## src/rtl/modulation_stream_writer.sv

```systemverilog
// Modulation buffer writer: packs an 8-bit valid/ready byte stream into 16-bit
// BRAM words ({odd, even}) and publishes the committed cycle length on success.
module modulation_stream_writer #(
    parameter int ADDR_WIDTH = 15,
    parameter int DATA_WIDTH = 16
) (
    input  logic                  CLK,
    input  logic                  RST,
    input  logic                  START,
    input  logic                  ABORT,
    input  logic [15:0]           LEN_M,
    input  logic [7:0]            S_DATA,
    input  logic                  S_VALID,
    output logic                  S_READY,
    output logic                  WE,
    output logic [ADDR_WIDTH-1:0] ADDR,
    output logic [DATA_WIDTH-1:0] DIN,
    output logic                  BUSY,
    output logic                  DONE,
    output logic [15:0]           CYCLE_M
);

    typedef enum logic [1:0] {
        IDLE   = 2'd0,
        RECV   = 2'd1,
        FINISH = 2'd2
    } state_e;

    state_e                state_q, state_d;
    logic [15:0]           len_q, len_d;
    logic [15:0]           cnt_q, cnt_d;
    logic [7:0]            lo_q, lo_d;
    logic                  ready_q, ready_d;
    logic                  we_q, we_d;
    logic [ADDR_WIDTH-1:0] addr_q, addr_d;
    logic [DATA_WIDTH-1:0] din_q, din_d;
    logic                  busy_q, busy_d;
    logic                  done_q, done_d;
    logic [15:0]           cyc_q, cyc_d;
    logic                  accept;

    // A byte is taken whenever the registered ready is up and the source offers one.
    assign accept = ready_q && S_VALID;

    // Next-state, packing and write-issue logic; ABORT overrides everything else.
    always_comb begin
        state_d = state_q;
        len_d   = len_q;
        cnt_d   = cnt_q;
        lo_d    = lo_q;
        we_d    = 1'b0;
        addr_d  = addr_q;
        din_d   = din_q;
        done_d  = 1'b0;
        cyc_d   = cyc_q;
        if (ABORT) begin
            state_d = IDLE;
        end else begin
            case (state_q)
                IDLE: begin
                    if (START) begin
                        state_d = RECV;
                        len_d   = LEN_M;
                        cnt_d   = '0;
                    end
                end
                RECV: begin
                    if (accept) begin
                        addr_d = cnt_q[ADDR_WIDTH:1];
                        if (cnt_q[0]) begin
                            we_d  = 1'b1;
                            din_d = {S_DATA, lo_q};
                        end else begin
                            lo_d = S_DATA;
                        end
                        if (cnt_q == len_q) begin
                            // A trailing even byte is flushed with a zero upper half.
                            if (!cnt_q[0]) begin
                                we_d  = 1'b1;
                                din_d = {8'h00, S_DATA};
                            end
                            state_d = FINISH;
                        end else begin
                            cnt_d = cnt_q + 16'd1;
                        end
                    end
                end
                FINISH: begin
                    state_d = IDLE;
                    done_d  = 1'b1;
                    cyc_d   = len_q;
                end
                default: state_d = IDLE;
            endcase
        end
        ready_d = (state_d == RECV);
        busy_d  = (state_d != IDLE);
    end

    // State and registered outputs; synchronous reset clears everything.
    always_ff @(posedge CLK) begin
        if (RST) begin
            state_q <= IDLE;
            len_q   <= '0;
            cnt_q   <= '0;
            lo_q    <= '0;
            ready_q <= 1'b0;
            we_q    <= 1'b0;
            addr_q  <= '0;
            din_q   <= '0;
            busy_q  <= 1'b0;
            done_q  <= 1'b0;
            cyc_q   <= '0;
        end else begin
            state_q <= state_d;
            len_q   <= len_d;
            cnt_q   <= cnt_d;
            lo_q    <= lo_d;
            ready_q <= ready_d;
            we_q    <= we_d;
            addr_q  <= addr_d;
            din_q   <= din_d;
            busy_q  <= busy_d;
            done_q  <= done_d;
            cyc_q   <= cyc_d;
        end
    end

    assign S_READY = ready_q;
    assign WE      = we_q;
    assign ADDR    = addr_q;
    assign DIN     = din_q;
    assign BUSY    = busy_q;
    assign DONE    = done_q;
    assign CYCLE_M = cyc_q;

endmodule

```

## config.mk

```make
export PLATFORM = sky130hd
export DESIGN_NAME = modulation_stream_writer
export DESIGN_NICKNAME = d
export VERILOG_FILES = /design/src/rtl/modulation_stream_writer.sv
export SDC_FILE = /design/constraint.sdc
export NUM_CORES = 1
export LEC_CHECK = 0
export BUFFER_PORTS_ARGS = -buffer_cell sky130_fd_sc_hd__buf_4
export CAP_MARGIN = 15
export CORE_MARGIN = 2
export CORE_UTILIZATION = 53
export DETAILED_ROUTE_END_ITERATION = 16
export PLACE_DENSITY_LB_ADDON = 0.12
export SLEW_MARGIN = 10
export SYNTH_ARGS = -nofsm -noshare
export SYNTH_HDL_FRONTEND = slang
export SYNTH_SLANG_ARGS = --single-unit
export TNS_END_PERCENT = 5
```

## constraint.sdc

```tcl
create_clock -name CLK -period 2.5 [get_ports CLK]
set_clock_uncertainty 0.2 [all_clocks]
set_input_delay 0.5 -clock CLK [delete_from_list [all_inputs] [get_ports CLK]]
set_output_delay 0.5 -clock CLK [all_outputs]
set_load 0.01 [all_outputs]
```

==> results.sh, run 1 <==
export IMPL_ir_drop_uv=302
export IMPL_period_share=0.923
export IMPL_fp_row_count=30
export IMPL_antenna_found_initial=0
export IMPL_path_clk_slew_ns=0.09
export IMPL_cap_viol_max_count=0
export IMPL_area_delta_synth_final_pct=25.6
export IMPL_yosysTopAreaCellShare=0.487
export IMPL_portBuffers=79
export IMPL_synthTopCellsByArea="dfxtp_1 (49%), a21oi_1 (12%), nand2_1 (11%)"
export IMPL_final_max_slew_viol_count=0
export IMPL_yosysUniqueCellTypes=38
export IMPL_wl_um=9440
export IMPL_crit_path_end_kind="flop"
export IMPL_clock_sinks=93
export IMPL_max_freq_ghz=0.433
export IMPL_place_gp_congestion=0.876
export IMPL_cts_buffers_inserted=9
export IMPL_hold_path_class="input pin to flop"
export IMPL_multi_input_area_um2=1790
export IMPL_drt_iter0_markers=198
export IMPL_seqCellArea_um2=1860
export IMPL_first_pass_iters=4
export IMPL_grt_start_max_net_pins=59
export IMPL_fin_util=0.699
export IMPL_setup_viol=0
export IMPL_start_util=0.556
export IMPL_reg2reg_depth=6
export IMPL_drc=0
export IMPL_ys_seq_area_frac=0.487
export IMPL_setup_tns_ns=0
export IMPL_syn_mean_instance_area_um2=8.25
export IMPL_cts_buffer_depth=2
export IMPL_pwr_share_seq=0.529
export IMPL_clk_latency_ns=0.36
export IMPL_synth_edf_count=0
export IMPL_nNetsFinal=575
export IMPL_hold_depth=3
export IMPL_swShare=0.233
export IMPL_status="completed"
export IMPL_p_sw_w=0.000666
export IMPL_power_w=0.00285
export IMPL_synth_nets=493
export IMPL_post_cts_buffers=0
export IMPL_wl_per_cell_um=14.6
export IMPL_root_buffer="clkbuf_8"
export IMPL_required_ns=2.60
export IMPL_cp_max_fo=8
export IMPL_ys_async_sr_fraction=0
export IMPL_fp_dieH_um=88.9
export IMPL_n_antenna_cell=0
export IMPL_rr_endpoint="DIN[7]$_SDFFE_PP0P_"
export IMPL_p_leak_nw=1.89
export IMPL_dr_total_vias=3577
export IMPL_tightest_slew_ns=0.995
export IMPL_cts_tree="yes"
export IMPL_htree_levels=3
export IMPL_overflow=0
export IMPL_path_class="flop to flop"
export IMPL_cts_hold_buf=0
export IMPL_hp_start="LEN_M[7]"
export IMPL_relSlewSlack=0.332
export IMPL_synthCells=463
export IMPL_ys_warn_count=0
export IMPL_startpoint_type="flop"
export IMPL_regToRegSetupSlack_ns=0.19
export IMPL_hold_viol=0
export IMPL_crit_arrival_ns=2.41
export IMPL_rsz0062_at_grt="no"
export IMPL_fill_cells=604
export IMPL_synth_seq_cells=93
export IMPL_synthFlopType="dfxtp_1"
export IMPL_die_w_um=88.9
export IMPL_grt_pass1_vias=3191
export IMPL_dieArea_um2=7900
export IMPL_grt_total_usage=0.250
export IMPL_combinationalPowerShare=0.069
export IMPL_final_common_cell="nand2_1"
export IMPL_fp_coreArea_um2=6870
export IMPL_layout_common_cells="nand2_1 (117), buf_4 (105), dfxtp_1 (93), a21oi_1 (92), nand3_1 (17)"
export IMPL_p_per_area_nw_per_um2=595
export IMPL_vias_per_cell=5.54
export IMPL_dp_slack_ns=0.169
export IMPL_clkPwrFrac=0.402
export IMPL_dp_hpwl_um=6740
export IMPL_period_minus_slack_ns=2.31
export IMPL_holdPathEnd="len_q[7]$_SDFFE_PP0P_"
export IMPL_grt_pass1_wl_um=15200
export IMPL_setup_ws_ns=0.193
export IMPL_synth_top_area_cell="dfxtp_1"
export IMPL_cts_resized=0
export IMPL_cellInternalPower_w=0.00219
export IMPL_final_antenna_net_count=0
export IMPL_worstReg2RegStart="len_q[11]$_SDFFE_PP0P_"
export IMPL_boundaryPins=80
export IMPL_mappedNetlistArea_um2=3820
export IMPL_layout_drive_gt1_share=0.236
## worst max path at each step
stage                                  end                   start  slack (ns)  cells past startpoint
global placement    cnt_q[15]$_SDFFE_PP0P_                   ABORT        0.23                      7
global route        cnt_q[15]$_SDFFE_PP0P_   cnt_q[0]$_SDFFE_PP0P_        0.07                      7
finish                 DIN[7]$_SDFFE_PP0P_  len_q[11]$_SDFFE_PP0P_        0.19                      6
floorplan           cnt_q[13]$_SDFFE_PP0P_                   ABORT        0.34                      7
CTS                    DIN[7]$_SDFFE_PP0P_  len_q[11]$_SDFFE_PP0P_        0.22                      6
detailed placement   cnt_q[2]$_SDFFE_PP0P_                   ABORT        0.17                      7
## cells by family (layout without fill, tap and decap cells)
family	count (synthesis)	after routing	synth area share
AND/OR/NAND/NOR	182	182	0.226
buffers and inverters	35	122	0.0439
AO/OA/AOI/OAI	136	136	0.203
flip-flops	93	93	0.487
XOR/XNOR	16	16	0.0367
adder cells (fa/ha/maj)	1	1	0.00327
## layout make-up
| class | count | share of cell area |
|---|---|---|
| tap | 96 | 0.0250 |
| clock buffer | 11 | 0.0315 |
| clock inverter | 5 | 0.0169 |
| multi-input combinational | 335 | 0.374 |
| sequential | 93 | 0.388 |
| inverter | 1 | 0.000782 |
| timing repair buffer | 105 | 0.164 |
## metal layers
layer,track usage,vias up,part of all wire
li1,-,1786,-
met1,0.346,1667,0.44
met2,0.403,111,0.49
met3,0.0305,13,0.053
met4,0.0895,0,0.016
met5,0,-,0
## cells in the mapped netlist, types with 2 or more instances
master / n
nand2_1: 117
o21a_1: 3
xor2_1: 16
clkbuf_1: 16
a21oi_1: 92
a221o_1: 8
or3_1: 4
nand4_1: 7
nor2_1: 7
nand3_1: 17
o21ai_0: 13
and3_1: 3
buf_1: 6
nor4_1: 4
o211ai_1: 2
or4_1: 9
dfxtp_1: 93
buf_6: 3
a211oi_1: 9
buf_2: 8
nor3_1: 3
o31ai_1: 7
## registers in the layout (all words and copies together) (netlist names), 2 cells and up, named ones only
name and count:
state_q 2, CYCLE_M 16, ADDR 15, cnt_q 16, len_q 16, lo_q 8, DIN 15
## metrics by stage
stage	cells	cell area [um^2]	hold WS, ns
3_3_place_gp	630	4570	0.243
6_report	646	4800	0.180
3_5_place_dp	630	4570	0.247
5_1_grt	646	4800	0.184
4_1_cts	646	4800	0.174
2_1_floorplan	463	3820	0.254
## worst max-delay path: stages (launching register included)
cell and delay [ns]:
dfxtp_1 0.37, xor2_1 0.19, nor4_1 0.53, nand4_2 0.37
nor4_4 0.23, buf_4 0.21, a221o_1 0.15
## power groups by stage
stage                     clock (W)  combinational, W  sequential, W
after floorplan                   0          0.000123        0.00154
after global placement            0          0.000191        0.00155
after detailed placement          0          0.000195        0.00155
after CTS                   0.00116          0.000195        0.00151
after global routing        0.00122          0.000214        0.00151
final                       0.00115          0.000197        0.00151
(Power assumes the default switching activity.)
==> inputs of run 2 (changes only) <==
ABC_AREA = 1   (was not set)
PLACE_DENSITY = 0.8   (was not set)
PLACE_DENSITY_LB_ADDON = not set   (was 0.12)
SETUP_SLACK_MARGIN = 0.02   (was not set)
==> results.sh, run 2 <==
export IMPL_synth_top_area_cell="dfxtp_1"
export IMPL_grt_pass1_wl_um=18200
export IMPL_nNetsFinal=695
export IMPL_hold_viol=0
export IMPL_synth_nets=627
export IMPL_ir_drop_uv=274
export IMPL_final_antenna_net_count=0
export IMPL_synthTopCellsByArea="dfxtp_1 (45%), nand2_1 (16%), a21oi_1 (11%)"
export IMPL_status="completed"
export IMPL_final_common_cell="nand2_1"
export IMPL_dp_hpwl_um=7800
export IMPL_root_buffer="clkbuf_8"
export IMPL_mappedNetlistArea_um2=4160
export IMPL_swShare=0.262
export IMPL_syn_mean_instance_area_um2=6.97
export IMPL_multi_input_area_um2=2020
export IMPL_crit_path_cell_trace="inv_2 -> nand2_1 -> nand2_1 -> nor2_1 -> nand2_1 -> nor2_8 -> nand2_4 -> nand2_4 -> nand2_4 -> nand2_1 -> a21oi_1"
export IMPL_fp_dieH_um=92.6
export IMPL_cts_tree="yes"
export IMPL_first_pass_iters=5
export IMPL_period_share=0.921
export IMPL_ys_async_sr_fraction=0
export IMPL_yosys_top_cells_count="nand2_1 (179), dfxtp_1 (93), a21oi_1 (89), nand3_1 (50), o21ai_0 (47)"
export IMPL_path_clk_slew_ns=0.09
export IMPL_wl_um=11100
export IMPL_clk_latency_ns=0.36
export IMPL_setup_viol=0
export IMPL_cp_slowest_cell="dfxtp_1"
export IMPL_hold_depth=2
export IMPL_fp_row_count=32
export IMPL_ys_seq_area_frac=0.448
export IMPL_p_leak_nw=2.10
export IMPL_setup_tns_ns=0
export IMPL_relSlewSlack=0.609
export IMPL_boundaryPins=80
export IMPL_htree_levels=3
export IMPL_grt_start_max_net_pins=50
export IMPL_crit_path_end_kind="flop"
export IMPL_start_util=0.544
export IMPL_period_minus_slack_ns=2.30
export IMPL_ys_warn_count=0
export IMPL_pwr_share_seq=0.557
export IMPL_layout_common_cells="nand2_1 (179), dfxtp_1 (93), a21oi_1 (89), buf_4 (86), nand3_1 (50)"
export IMPL_n_antenna_cell=0
export IMPL_path_class="flop to flop"
export IMPL_antenna_found_initial=0
export IMPL_required_ns=2.53
export IMPL_power_w=0.00273
export IMPL_cp_max_fo=17
export IMPL_synth_edf_count=0
export IMPL_dr_total_vias=4215
export IMPL_max_stage_delay_ns=0.42
export IMPL_layout_drive_gt1_share=0.184
export IMPL_p_sw_w=0.000716
export IMPL_grt_pass1_vias=3700
export IMPL_tightest_slew_ns=0.582
export IMPL_post_cts_buffers=0
export IMPL_whs_ns=0.171
export IMPL_final_max_slew_viol_count=0
export IMPL_final_area_um2=5010
export IMPL_rsz0062_at_grt="no"
export IMPL_max_freq_ghz=0.434
export IMPL_yosysUniqueCellTypes=26
export IMPL_cts_buffer_depth=2
export IMPL_synth_seq_cells=93
export IMPL_clock_sinks=93
export IMPL_die_w_um=92.6
export IMPL_synthFlopType="dfxtp_1"
export IMPL_startpoint_type="flop"
export IMPL_cap_viol_max_count=0
export IMPL_seqCellArea_um2=1860
export IMPL_cts_buffers_inserted=9
export IMPL_wl_per_cell_um=14.3
export IMPL_drt_iter0_markers=490
export IMPL_place_gp_congestion=0.950
export IMPL_grt_total_usage=0.263
export IMPL_p_per_area_nw_per_um2=545
export IMPL_clkPwrFrac=0.349
export IMPL_vias_per_cell=5.46
export IMPL_fp_coreArea_um2=7650
export IMPL_yosysTopAreaCellShare=0.448
export IMPL_synthCells=597
export IMPL_crit_arrival_ns=2.34
export IMPL_combinationalPowerShare=0.095
export IMPL_dieArea_um2=8570
export IMPL_fill_cells=675
export IMPL_reg2reg_depth=11
export IMPL_post_synth_top_count_cell="nand2_1"
export IMPL_placed_area_um2=4810
export IMPL_area_delta_synth_final_pct=20.4
export IMPL_hold_path_class="input pin to flop"
export IMPL_cellInternalPower_w=0.00201
export IMPL_crit_top_cell="nand2_1"
export IMPL_drc=0
export IMPL_portBuffers=79
export IMPL_overflow=0
## run 2: stage by stage
stage,instances,util,worst slack [ns]
floorplan,597,-,0.656
detailed placement,756,0.629,0.135
finish,772,0.655,0.197
global route,772,0.655,0.0383
CTS,772,0.653,0.128
global placement,756,0.629,0.145
## run 2: worst max-delay path: cells and delay by family (launching register included)
family / cells / cell delay [ns]
and+or+nand+nor: 9 / 1.39
DFF: 1 / 0.42
buffers and inverters: 1 / 0.10
AOI/OAI and AO/OA: 1 / 0.06
## run 2: logic make-up after synthesis
group                    share of synthesized area
XOR/XNOR                                    0.0190
AO/OA/AOI/OAI                                0.167
flip-flops                                   0.448
adder cells (fa/ha/maj)                    0.00301
buffers and inverters                       0.0680
AND/OR/NAND/NOR                              0.296
## run 2: area by class of cell
| cell class | count | area share |
|---|---|---|
| Clock buffer | 12 | 0.0310 |
| Clock inverter | 4 | 0.00600 |
| Inverter | 40 | 0.0300 |
| Multi-Input combinational cell | 434 | 0.404 |
| Sequential cell | 93 | 0.372 |
| Tap cell | 102 | 0.0255 |
| Timing Repair Buffer | 87 | 0.131 |
## run 2: worst paths after layout
kind | slack (ns) | endpoint | from
worst max-delay path | 0.20 | cnt_q[3]$_SDFFE_PP0P_ | cnt_q[7]$_SDFFE_PP0P_
worst min-delay path | 0.17 | BUSY$_SDFF_PP0_ | ABORT
worst max register to register | 0.20 | cnt_q[3]$_SDFFE_PP0P_ | cnt_q[7]$_SDFFE_PP0P_
worst min register to register | 0.27 | lo_q[0]$_SDFFE_PP0P_ | lo_q[0]$_SDFFE_PP0P_
## run 2: timing repair
action                     in CTS  in global routing
gates resized for setup         0                  2
setup endpoints to repair       0                 24
hold buffers                    0                  0
## run 2: per-layer routing
metal | share of wire | up-vias | wire length [um] | global-route usage
li1 | - | 2085 | - | -
met1 | 0.47 | 1901 | 5160 | 0.391
met2 | 0.43 | 206 | 4760 | 0.383
met3 | 0.085 | 23 | 942 | 0.0537
met4 | 0.019 | 0 | 215 | 0.0821
met5 | 0 | - | 0 | 0
## run 2: power by group through the flow
stage	clock, W	sequential, W	combinational [W]
2_1_floorplan	0	0.00155	0.000166
3_3_place_gp	0	0.00155	0.000250
4_1_cts	0.000954	0.00152	0.000255
5_1_grt	0.00102	0.00152	0.000286
6_report	0.000952	0.00152	0.000259
3_5_place_dp	0	0.00155	0.000254
